## src/rtl/jt900h_divctl.sv

```systemverilog
// Sequencing front end for the jt900h_div unsigned divider: takes DIV/DIVS requests,
// feeds operand magnitudes to the divider and applies sign and overflow rules to its result.
module jt900h_divctl (
  input  logic        rst,
  input  logic        clk,
  input  logic        cen,
  input  logic        req,
  input  logic        sign,
  input  logic        len,
  input  logic [31:0] dvd,
  input  logic [15:0] dvs,
  output logic        busy,
  output logic        done,
  output logic [31:0] res,
  output logic        v,
  output logic [31:0] div_op0,
  output logic [15:0] div_op1,
  output logic        div_len,
  output logic        div_start,
  input  logic [15:0] div_quot,
  input  logic [15:0] div_rem,
  input  logic        div_busy,
  input  logic        div_v
);

  typedef enum logic [2:0] {
    S_IDLE   = 3'd0,
    S_LAUNCH = 3'd1,
    S_WAIT   = 3'd2,
    S_FIX    = 3'd3,
    S_DONE   = 3'd4
  } state_t;

  state_t      state_q;
  logic        sign_q, len_q, sd_q, ss_q, zero_q, dv_q;
  logic [15:0] uq_q, ur_q;

  logic        sd_d, ss_d, dvs_zero_d;
  logic [31:0] op0_d;
  logic [15:0] op1_d;

  // Operand signs and magnitudes of the incoming request
  always_comb begin
    sd_d       = sign & (len ? dvd[31] : dvd[15]);
    ss_d       = sign & (len ? dvs[15] : dvs[7]);
    dvs_zero_d = len ? (dvs == 16'h0000) : (dvs[7:0] == 8'h00);
    if (len) begin
      op0_d = sd_d ? 32'(-dvd) : dvd;
      op1_d = ss_d ? 16'(-dvs) : dvs;
    end else begin
      op0_d = {16'h0000, (sd_d ? 16'(-dvd[15:0]) : dvd[15:0])};
      op1_d = {8'h00, (ss_d ? 8'(-dvs[7:0]) : dvs[7:0])};
    end
  end

  logic        nq_d, range_ov_d, v_fix_d;
  logic [15:0] q16_d, r16_d, lim_d;
  logic [7:0]  q8_d, r8_d;
  logic [31:0] res_fix_d;

  // Signed fix-up of the divider result; the remainder takes the dividend's sign
  always_comb begin
    nq_d       = sd_q ^ ss_q;
    q16_d      = nq_d ? 16'(-uq_q) : uq_q;
    r16_d      = sd_q ? 16'(-ur_q) : ur_q;
    q8_d       = nq_d ? 8'(-uq_q[7:0]) : uq_q[7:0];
    r8_d       = sd_q ? 8'(-ur_q[7:0]) : ur_q[7:0];
    lim_d      = len_q ? (nq_d ? 16'h8000 : 16'h7FFF) : (nq_d ? 16'h0080 : 16'h007F);
    range_ov_d = sign_q & (uq_q > lim_d);
    v_fix_d    = zero_q | dv_q | range_ov_d;
    res_fix_d  = len_q ? {r16_d, q16_d} : {16'h0000, r8_d, q8_d};
  end

  always_ff @(posedge clk) begin
    if (rst) begin
      state_q   <= S_IDLE;
      busy      <= 1'b0;
      done      <= 1'b0;
      v         <= 1'b0;
      res       <= 32'h0;
      div_op0   <= 32'h0;
      div_op1   <= 16'h0;
      div_len   <= 1'b0;
      div_start <= 1'b0;
      sign_q    <= 1'b0;
      len_q     <= 1'b0;
      sd_q      <= 1'b0;
      ss_q      <= 1'b0;
      zero_q    <= 1'b0;
      dv_q      <= 1'b0;
      uq_q      <= 16'h0;
      ur_q      <= 16'h0;
    end else if (cen) begin
      case (state_q)
        S_IDLE: begin
          if (req) begin
            sign_q  <= sign;
            len_q   <= len;
            sd_q    <= sd_d;
            ss_q    <= ss_d;
            div_op0 <= op0_d;
            div_op1 <= op1_d;
            div_len <= len;
            busy    <= 1'b1;
            dv_q    <= 1'b0;
            zero_q  <= dvs_zero_d;
            // A zero divisor never reaches the divider
            if (dvs_zero_d) begin
              state_q <= S_FIX;
            end else begin
              div_start <= 1'b1;
              state_q   <= S_LAUNCH;
            end
          end
        end
        S_LAUNCH: begin
          if (div_busy) begin
            div_start <= 1'b0;
            state_q   <= S_WAIT;
          end
        end
        S_WAIT: begin
          if (!div_busy) begin
            uq_q    <= div_quot;
            ur_q    <= div_rem;
            dv_q    <= div_v;
            state_q <= S_FIX;
          end
        end
        S_FIX: begin
          v    <= v_fix_d;
          if (!v_fix_d) res <= res_fix_d;
          done    <= 1'b1;
          state_q <= S_DONE;
        end
        S_DONE: begin
          done    <= 1'b0;
          busy    <= 1'b0;
          state_q <= S_IDLE;
        end
        default: begin
          div_start <= 1'b0;
          done      <= 1'b0;
          busy      <= 1'b0;
          state_q   <= S_IDLE;
        end
      endcase
    end
  end

endmodule
```

## config.mk

```make
export PLATFORM = sky130hd
export DESIGN_NAME = jt900h_divctl
export DESIGN_NICKNAME = d
export VERILOG_FILES = /design/src/rtl/jt900h_divctl.sv
export SDC_FILE = /design/constraint.sdc
export NUM_CORES = 1
export LEC_CHECK = 0
export CAP_MARGIN = 10
export CORE_AREA = 3 3 120 122
export DETAILED_ROUTE_END_ITERATION = 6
export DIE_AREA = 0 0 123 125
export GPL_ROUTABILITY_DRIVEN = 0
export MAX_ROUTING_LAYER = met4
export PLACE_DENSITY = 0.93
export SYNTH_ARGS = -nofsm -noshare
export SYNTH_HDL_FRONTEND = slang
export SYNTH_SLANG_ARGS = --single-unit
```

## constraint.sdc

```tcl
create_clock -name clk -period 4.07 [get_ports clk]
set_clock_uncertainty 0.15 [all_clocks]
set_input_delay 1.0175 -clock clk [delete_from_list [all_inputs] [get_ports clk]]
set_output_delay 1.0175 -clock clk [all_outputs]
set_load 0.02 [all_outputs]
```

; Word level (Yosys, flattened, before mapping)
; Cells that the tools add are included.
[classes]
add_sub_neg = 8
reduce_logical = 16
magnitude_cmp = 1
n_mux = 32
n_bitwise = 11
eq_ne = 8
[ops]
columns = op, count
row1 = 16-bit 2-to-1 mux, 7
row2 = 32-bit 2-to-1 mux, 3
row3 = 16-bit negation, 4
row4 = 8-bit 2-to-1 mux, 4
row5 = 32-bit negation, 1
row6 = 8-bit negation, 3
row7 = 16-bit greater-than comparator, 1
row8 = 16-bit logical NOT, 1
row9 = 3-bit case mux with 4 select lines, 1
row10 = 3-bit AND reduction, 4
row11 = 1-bit 2-to-1 mux, 9
row12 = 3-bit 2-to-1 mux, 3
row13 = 3-bit OR reduction, 3
row14 = 8-bit logical NOT, 1
row15 = 2-bit != test (second input constant), 4
row16 = 4-bit AND reduction, 2
row17 = 3-bit by 2-bit == test with 1-bit output (second input constant), 2
row18 = 1-bit case mux with 2 select lines, 3
row19 = 1-bit NOT, 5
row20 = 5-bit AND reduction, 1
row21 = 2-bit AND reduction, 2
row22 = 1-bit bitwise AND, 3
row23 = 3-bit by 1-bit == test with 1-bit output (second input constant), 1
row24 = 3-bit == test (second input constant), 1
row25 = other kinds (6), 7
[totals]
output_inout_bits = 85
elab_cells = 92
input_bits = 88
register_bits = 125

; Longest topological paths before layout
; Gate-level depths: netlist of run 1.
[logic_depth]
ltp_word = 8
depth_mapped = 12
ltp_nobuf = 11

; Worst setup path after synthesis of run 1
; OpenSTA, ideal clock, no wires.
[synth_path]
path_kind = reg2reg
from = register len_q
to = register res[22]
setup_time_ps = 123
path_buffers = 3
setup_slack_ps = 547
arrival_time_ps = 3250
required_ps = 3797
period_less_slack_ps = 3523
stages_incl_launch_ff = 11
path_cell_list = dfxtp_1 -> clkbuf_1 -> buf_1 -> nand2_1 -> ha_1 -> nand4_1 -> or4_1 -> o21ai_4 -> o21ai_2 -> buf_4 -> mux2_1
[synth_via]
elab_chain_cells = 6
elab_cells_between_ends = 7
cone_classes = order compare: 1 / mux: 2 / bitwise: 3 / reduce/logical: 1
[synth_lines]
columns = element, line_no
row1 = "start, declared", 35  ; logic sign_q, len_q, sd_q, ss_q, zero_q, dv_q;
row2 = "start signal, assigned", 98  ; len_q <= len;
row3 = 16-bit 2-to-1 mux, 68  ; lim_d = len_q ? (nq_d ? 16'h8000 : 16'h7FFF) : (nq_d ? 16'h0080 : 16'h007F);
row4 = 16-bit greater-than comparator, 69  ; range_ov_d = sign_q & (uq_q > lim_d);
row5 = 1-bit bitwise AND, 69
row6 = 1-bit bitwise OR, 70  ; v_fix_d = zero_q | dv_q | range_ov_d;
row7 = 1-bit NOT (no line), --
row8 = 3-bit AND reduction (no line), --
row9 = "end signal, assigned", 132  ; if (!v_fix_d) res <= res_fix_d;
row10 = "end, declared", 14  ; output logic [31:0] res,
; Several ways; a longest one is shown, not always the timed one.
; A chain may end at the register's enable or synchronous reset.

; Final worst setup path of run 1
[layout_path]
from = register ss_q
to = register res[16]
[layout_via]
elab_chain_cells = 8
elab_cells_between_ends = 9
cone_classes = order compare: 1 / mux: 3 / bitwise: 4 / reduce/logical: 1
[layout_lines]
columns = element, line_no
row1 = "start, declared", 35
row2 = "start signal, assigned", 100  ; ss_q <= ss_d;
row3 = 1-bit bitwise XOR *, 63  ; nq_d = sd_q ^ ss_q;
row4 = 8-bit 2-to-1 mux / 16-bit 2-to-1 mux (equally long branches), 68
row5 = 16-bit 2-to-1 mux *, 68
row6 = 16-bit greater-than comparator *, 69
row7 = 1-bit bitwise AND *, 69
row8 = 1-bit bitwise OR *, 70
row9 = 1-bit NOT (no line) *, --
row10 = 3-bit AND reduction (no line) *, --
; Every way passes the cells marked *; elsewhere a longest branch is shown, timed or not.

==> metrics.txt, run 1 <==
P_leak 3.401 nW; DIE HEIGHT ~130 um; Skew-Pair Late Insertion Delay 420 ps; final period utilization a little under nine tenths; Syn Nets 941; P&R area growth vs syn 36.81%; class of the most critical setup path reg2reg; drc violations 0; die area 15380 sq um; cts hold-fix bufs 0; placed instance count 1143; Max Cap Viol 0; final net count around 1100; post-layout util about 70%; PostCTS Resize Cnt 0; non-filler instance count after layout approximately 1200; die width roughly 120 um; Worst Setup Start Kind register; Initial Util around half; Max Freq approximately 280 MHz; slowest CP cell or4_1; Multi-input gate area 3945 sq um; post-route minimum period approximately 3500 ps; layout cells sized above 1 7.007%; vias in the first global route 6732; Post-synth ARST share 0%; Setup-failing EPs final 0; mean post-synth cell area roughly 8.1 sq um; Crit. End Element register; Ports 173; status completed; detailed placement HPWL around 14000 um; sequential share of the synthesized area between 30% and 40%; Routed WL per cell ~17 um; flops & latches, synth 125; # rows 42; power per cell area ~370 nW/um^2; Synth cell types 65; Internal 2.553 mW; drt pass-1 iters 5; CP bufs+invs 1; Syn Inst Count between 800 and 900; Slew headroom 41.60%; Clock Tree Root clkbuf_16; Logic pwr share between 10% and 20%; clock power share ~47%; antenna diode count 0; kind of cell adding the most delay to the critical path simple AND/OR/NAND/NOR gates; Hold Path Class reg2reg; DRT Wirelength 19710 um; TritonCTS clock tree yes; clk buf depth 2; sink count of the clock tree about 130; fin. max-slew vios 0; H-tree levels 4; switching share of power 25.27%; setup_tns 0 ps; CORE AREA 13300 sq um; maximum VDD drop roughly 0.27 mV; Final ANT Viol Nets 0; sequential share of power between 30% and 40%; CP peak stage delay approximately 610 ps; antenna violations before repair 0; Iteration-0 DRC Markers 540; crit-path cells xnor2_1, buf_4, nand2_1, ha_1, nand4_1, or4_1, o21ai_4, nor2b_2, nor3_4, mux2i_1; postcts setup bufs 0; vias 6796; FF/Latch Area approximately 2500 sq um; CP arrival roughly 3700 ps; Layout fillers 1029; RSZ-0062 raised after global routing no; first-pass GRT wire length about 32000 um; net switching power roughly 0.86 mW; overall power 3.417 mW; Critical Path RT around 4300 ps; Primary FF master, synth dfxtp_1; synthesized area approximately 6700 sq um; PortBufs about 170; largest net degree at the start of global routing just over 80; Worst Max-Slew Pin Slew 876.0 ps; Post-synth EDFFs 0; CP max FO 13; gr usage total 26.42%; GRT overflow 0; CTS Buf Count 17; final hold viol count 0; clock-pin slew on the worst setup and hold paths roughly 60 ps; Via density around 5.8; Synth Warn # 0
-- power groups by stage --
stage	Combinational [mW]	Sequential (mW)	Clock, mW
global route	0.557	1.31	1.67
finish	0.514	1.30	1.60
global placement	0.496	1.32	0
CTS	0.512	1.30	1.62
detailed placement	0.507	1.33	0
floorplan	0.245	1.35	0
-- tightest hold or removal path, delay by kind of cell (launching register included) --
kind / cells / cell delay (ps)
flip-flops: 1 / 310
AND/OR/NAND/NOR: 1 / 50
AO/OA/AOI/OAI: 1 / 50
-- Yosys cell counts, drive strengths merged (9+ instances only) --
cell type,count,area share [%]
nand2,158,8.8
dfxtp,125,37
a21oi,77,5.8
nor2,58,3.2
clkbuf,43,2.4
o21ai,40,3.3
xnor2,40,5.2
xor2,29,3.8
mux2i,22,3.3
a211oi,21,2.4
ha,20,3.7
inv,19,1.1
nor3,18,1.5
o31ai,18,2.0
nand3,14,1.0
o211ai,13,1.5
o41ai,10,1.3
buf,9,0.60
or4,9,1.1
-- final timing paths --
kind	start	cells past startpoint	end	slack [ps]
setup / recovery	ss_q	10	res[16]	560
hold / removal	div_op0[30]	2	div_op0[30]	300
setup reg to reg	ss_q	10	res[16]	560
hold reg to reg	div_op0[30]	2	div_op0[30]	300
-- per-stage QoR --
step | cell area (sq um) | worst slack (ps) | hold WS, ps
finish | 9189 | 558.2 | 299.3
global route | 9189 | 349.1 | 325.0
CTS | 9189 | 600.3 | 301.9
detailed placement | 8564 | 473.7 | 291.9
global placement | 8564 | 610.7 | 282.2
floorplan | 6716 | 546.5 | 298.8
-- cell families after synthesis --
family                     share of synthesized area [%]
xor gates and xnor gates                           8.998
DFF                                                37.26
buffers and inverters                              4.117
AOI/OAI and AO/OA                                  20.42
and+or+nand+nor                                    21.03
adders and majority gates                          3.726
muxes                                              4.452
-- area by class of cell --
class	instances	share of cell area (%)
Clock inverter	12	1.825
Inverter	20	0.8170
Sequential cell	125	27.23
Multi-Input combinational cell	636	42.93
Clock buffer	20	4.970
Timing Repair Buffer	186	19.83
Tap cell	176	2.397
-- registers in the layout (all words and copies together), names as in the netlist, 3 cells and up --
register / cells
div_op0: 32
res: 32
div_op1: 16
uq_q: 16
ur_q: 16
state_q: 3
-- layout by cell type, fill, tap and decap left out, types with 14 or more instances in the layout --
master / instances
clkdlybuf4s50_1: 171
nand2_1: 158
dfxtp_1: 125
a21oi_1: 76
nor2_1: 58
xnor2_1: 40
o21ai_0: 29
xor2_1: 29
mux2i_1: 22
a211oi_1: 20
ha_1: 20
inv_1: 19
o31ai_1: 18
nor3_1: 17
clkbuf_16: 17
nand3_1: 14
buf_4: 14
-- layer usage --
| metal | vias to the layer above | global-route usage (%) | part of all wire, % |
|---|---|---|---|
| met5 | - | - | 0 |
| met4 | 0 | 11.47 | 3.3 |
| met3 | 56 | 8.130 | 8.5 |
| met2 | 296 | 43.10 | 48 |
| met1 | 3185 | 29.69 | 40 |
| li1 | 3259 | - | - |
Power figures use the tool's default switching activity.
==> run 2, diff against run 1 <==
--- a/config.mk
+++ b/config.mk
@@ -6,12 +6,13 @@
 export NUM_CORES = 1
 export LEC_CHECK = 0
 export CAP_MARGIN = 10
-export CORE_AREA = 3 3 120 122
+export CORE_AREA = 3 3 107 109
 export DETAILED_ROUTE_END_ITERATION = 6
-export DIE_AREA = 0 0 123 125
+export DIE_AREA = 0 0 110 112
+export DONT_BUFFER_PORTS = 1
 export GPL_ROUTABILITY_DRIVEN = 0
 export MAX_ROUTING_LAYER = met4
-export PLACE_DENSITY = 0.93
+export PLACE_DENSITY = 0.91
 export SYNTH_ARGS = -nofsm -noshare
 export SYNTH_HDL_FRONTEND = slang
 export SYNTH_SLANG_ARGS = --single-unit
==> run 2 against run 1 <==
  * Utilization is essentially flat
  * Maximum frequency grew 0.71%
  * Critical path depth is the same
  * Die area shrank 20%
  * Setup slack gained 25 ps
  * Count of clock-buffer cells in the layout grew 6
==> metrics.txt, run 2 (synthesis results as in run 1) <==
status completed; Final ANT Viol Nets 0 (unchanged); detailed placement HPWL 12260 um (-13%); final period utilization 85.68% (-0.60 points); Clock Tree Root clkbuf_8; DIE HEIGHT 112 um (-10%); PortBufs 0 (-100%); CORE AREA 10700 sq um (-20%); drt pass-1 iters 5 (unchanged); non-filler instance count after layout 963 (-18%); Max Freq 286.8 MHz (+0.71%); first-pass GRT wire length 28640 um (-10%); maximum VDD drop 0.2756 mV (+1.8%); PostCTS Resize Cnt 0 (unchanged); final hold viol count 0 (unchanged); Slew headroom 21.33% (-20 points); CP peak stage delay 600 ps (about the same); most used cells in the layout excluding fill and tap cells nand2_1 (158), dfxtp_1 (125), a21oi_1 (76); postcts setup bufs 0 (unchanged); sink count of the clock tree 125 (unchanged); GRT overflow 0 (unchanged); Largest regs div_op0 x32, res x32; vias in the first global route 5990 (-11%); cts hold-fix bufs 0 (unchanged); slowest CP cell or4_1; setup_tns 0 ps (unchanged); DRT Wirelength 17580 um (-11%); Initial Util 62.78% (+12 points); CP bufs+invs 1 (unchanged); clock-pin slew on the worst setup and hold paths 60 ps (about the same); Critical Path RT 4380 ps (+120 ps); antenna diode count 0 (unchanged); crit-path cells xnor2_1, buf_4, nand2_1, ha_1, nand4_1, or4_1, o21ai_4, nor2b_2, nor3_4, mux2i_1; CP max FO 13 (unchanged); Worst Setup Start Kind register; Crit. End Element register; Layout fillers 842 (-18%); Ports 173 (unchanged); class of the most critical setup path reg2reg; kind of cell adding the most delay to the critical path simple AND/OR/NAND/NOR gates; H-tree levels 4 (unchanged); TritonCTS clock tree yes; layout cells sized above 1 7.412% (+0.40 points); antenna violations before repair 0 (unchanged); Worst Max-Slew Pin Slew 1180 ps (+304.1 ps); # rows 38 (-9.5%); final net count 918 (-16%); gr usage total 30.10% (+3.7 points); RSZ-0062 raised after global routing no; Skew-Pair Late Insertion Delay 530 ps (+110 ps); power per cell area 435.6 nW/um^2 (+17%); CTS Buf Count 17 (unchanged); largest net degree at the start of global routing 82 (+1.2%); clk buf depth 2 (unchanged); most common cell after layout, fill and taps aside nand2_1; post-route minimum period 3487 ps (-24.62 ps); Max Cap Viol 0 (unchanged); placed instance count 931 (-19%); Via density 6.229 (+7.7%); P&R area growth vs syn 10.04%; Hold Path Class reg2reg; die area 12320 sq um (-20%); Setup-failing EPs final 0 (unchanged); vias 5999 (-12%); CP arrival 3790 ps (+80 ps); Routed WL per cell 18.25 um (+8.8%); drc violations 0 (unchanged); die width 110 um (-11%); P_leak 2.751 nW (-19%); fin. max-slew vios 0 (unchanged); Iteration-0 DRC Markers 415 (-23%)
[run 2: changes by cell type in the layout (fill, tap and decap cells not counted)]
cell             delta
buf_4               -4
clkinv_2            -3
clkbuf_8            +3
clkbuf_16           -1
clkbuf_1            +4
clkdlybuf4s50_1   -171
clkinvlp_4          -3
buf_2               -1
[run 2: path summary, 6_finish.rpt]
path / endpoint / slack (ps) / cells after the start / startpoint
max: res[16] / 580 / 10 / ss_q
min: ur_q[13] / 340 / 2 / ur_q[13]
max reg2reg: res[16] / 580 / 10 / ss_q
min reg2reg: ur_q[13] / 340 / 2 / ur_q[13]
[run 2: area by class of cell]
cell class / instances / area (sq um) / share of cell area [%]
tap: 140 / 175.2 / 2.370
clock inverter: 6 / 130.1 / 1.761
inverter: 20 / 75.07 / 1.016
timing repair buffer: 10 / 75.07 / 1.016
multi-input combinational: 636 / 3945 / 53.38
sequential: 125 / 2502 / 33.86
clock buffer: 26 / 488.0 / 6.602
[run 2: through the flow]
| stage | area, sq um | util, % | setup WS (ps) | hold slack [ps] | power [mW] |
|---|---|---|---|---|---|
| after detailed placement | 6773 | 63.31 | 656.5 | 322.3 | 1.645 |
| after floorplan | 6716 | - | 546.5 | 298.8 | 1.598 |
| after CTS | 7391 | 69.09 | 602.8 | 329.9 | 3.231 |
| after global placement | 6773 | 63.31 | 778.2 | 309.6 | 1.635 |
| final | 7391 | 69.09 | 582.8 | 336.1 | 3.220 |
| after global routing | 7391 | 69.09 | 405.1 | 354.8 | 3.332 |
[run 2: worst min-delay path, stage by stage, from the launching register on]
cell	delay, ps
dfxtp_1	330
nand2_1	60
a21oi_1	50
[run 2: metal layers]
| metal | wire [um] | global-route usage [%] |
|---|---|---|
| met5 | 0 | - |
| met4 | 512 | 12.97 |
| met3 | 1761 | 11.77 |
| met2 | 8529 | 48.14 |
| met1 | 6772 | 32.87 |
[run 2: power by group]
group	switching [mW]	internal, mW	total [mW]
Combinational	0.165	0.115	0.281
Sequential	0.0775	1.27	1.34
Clock	0.537	1.06	1.60
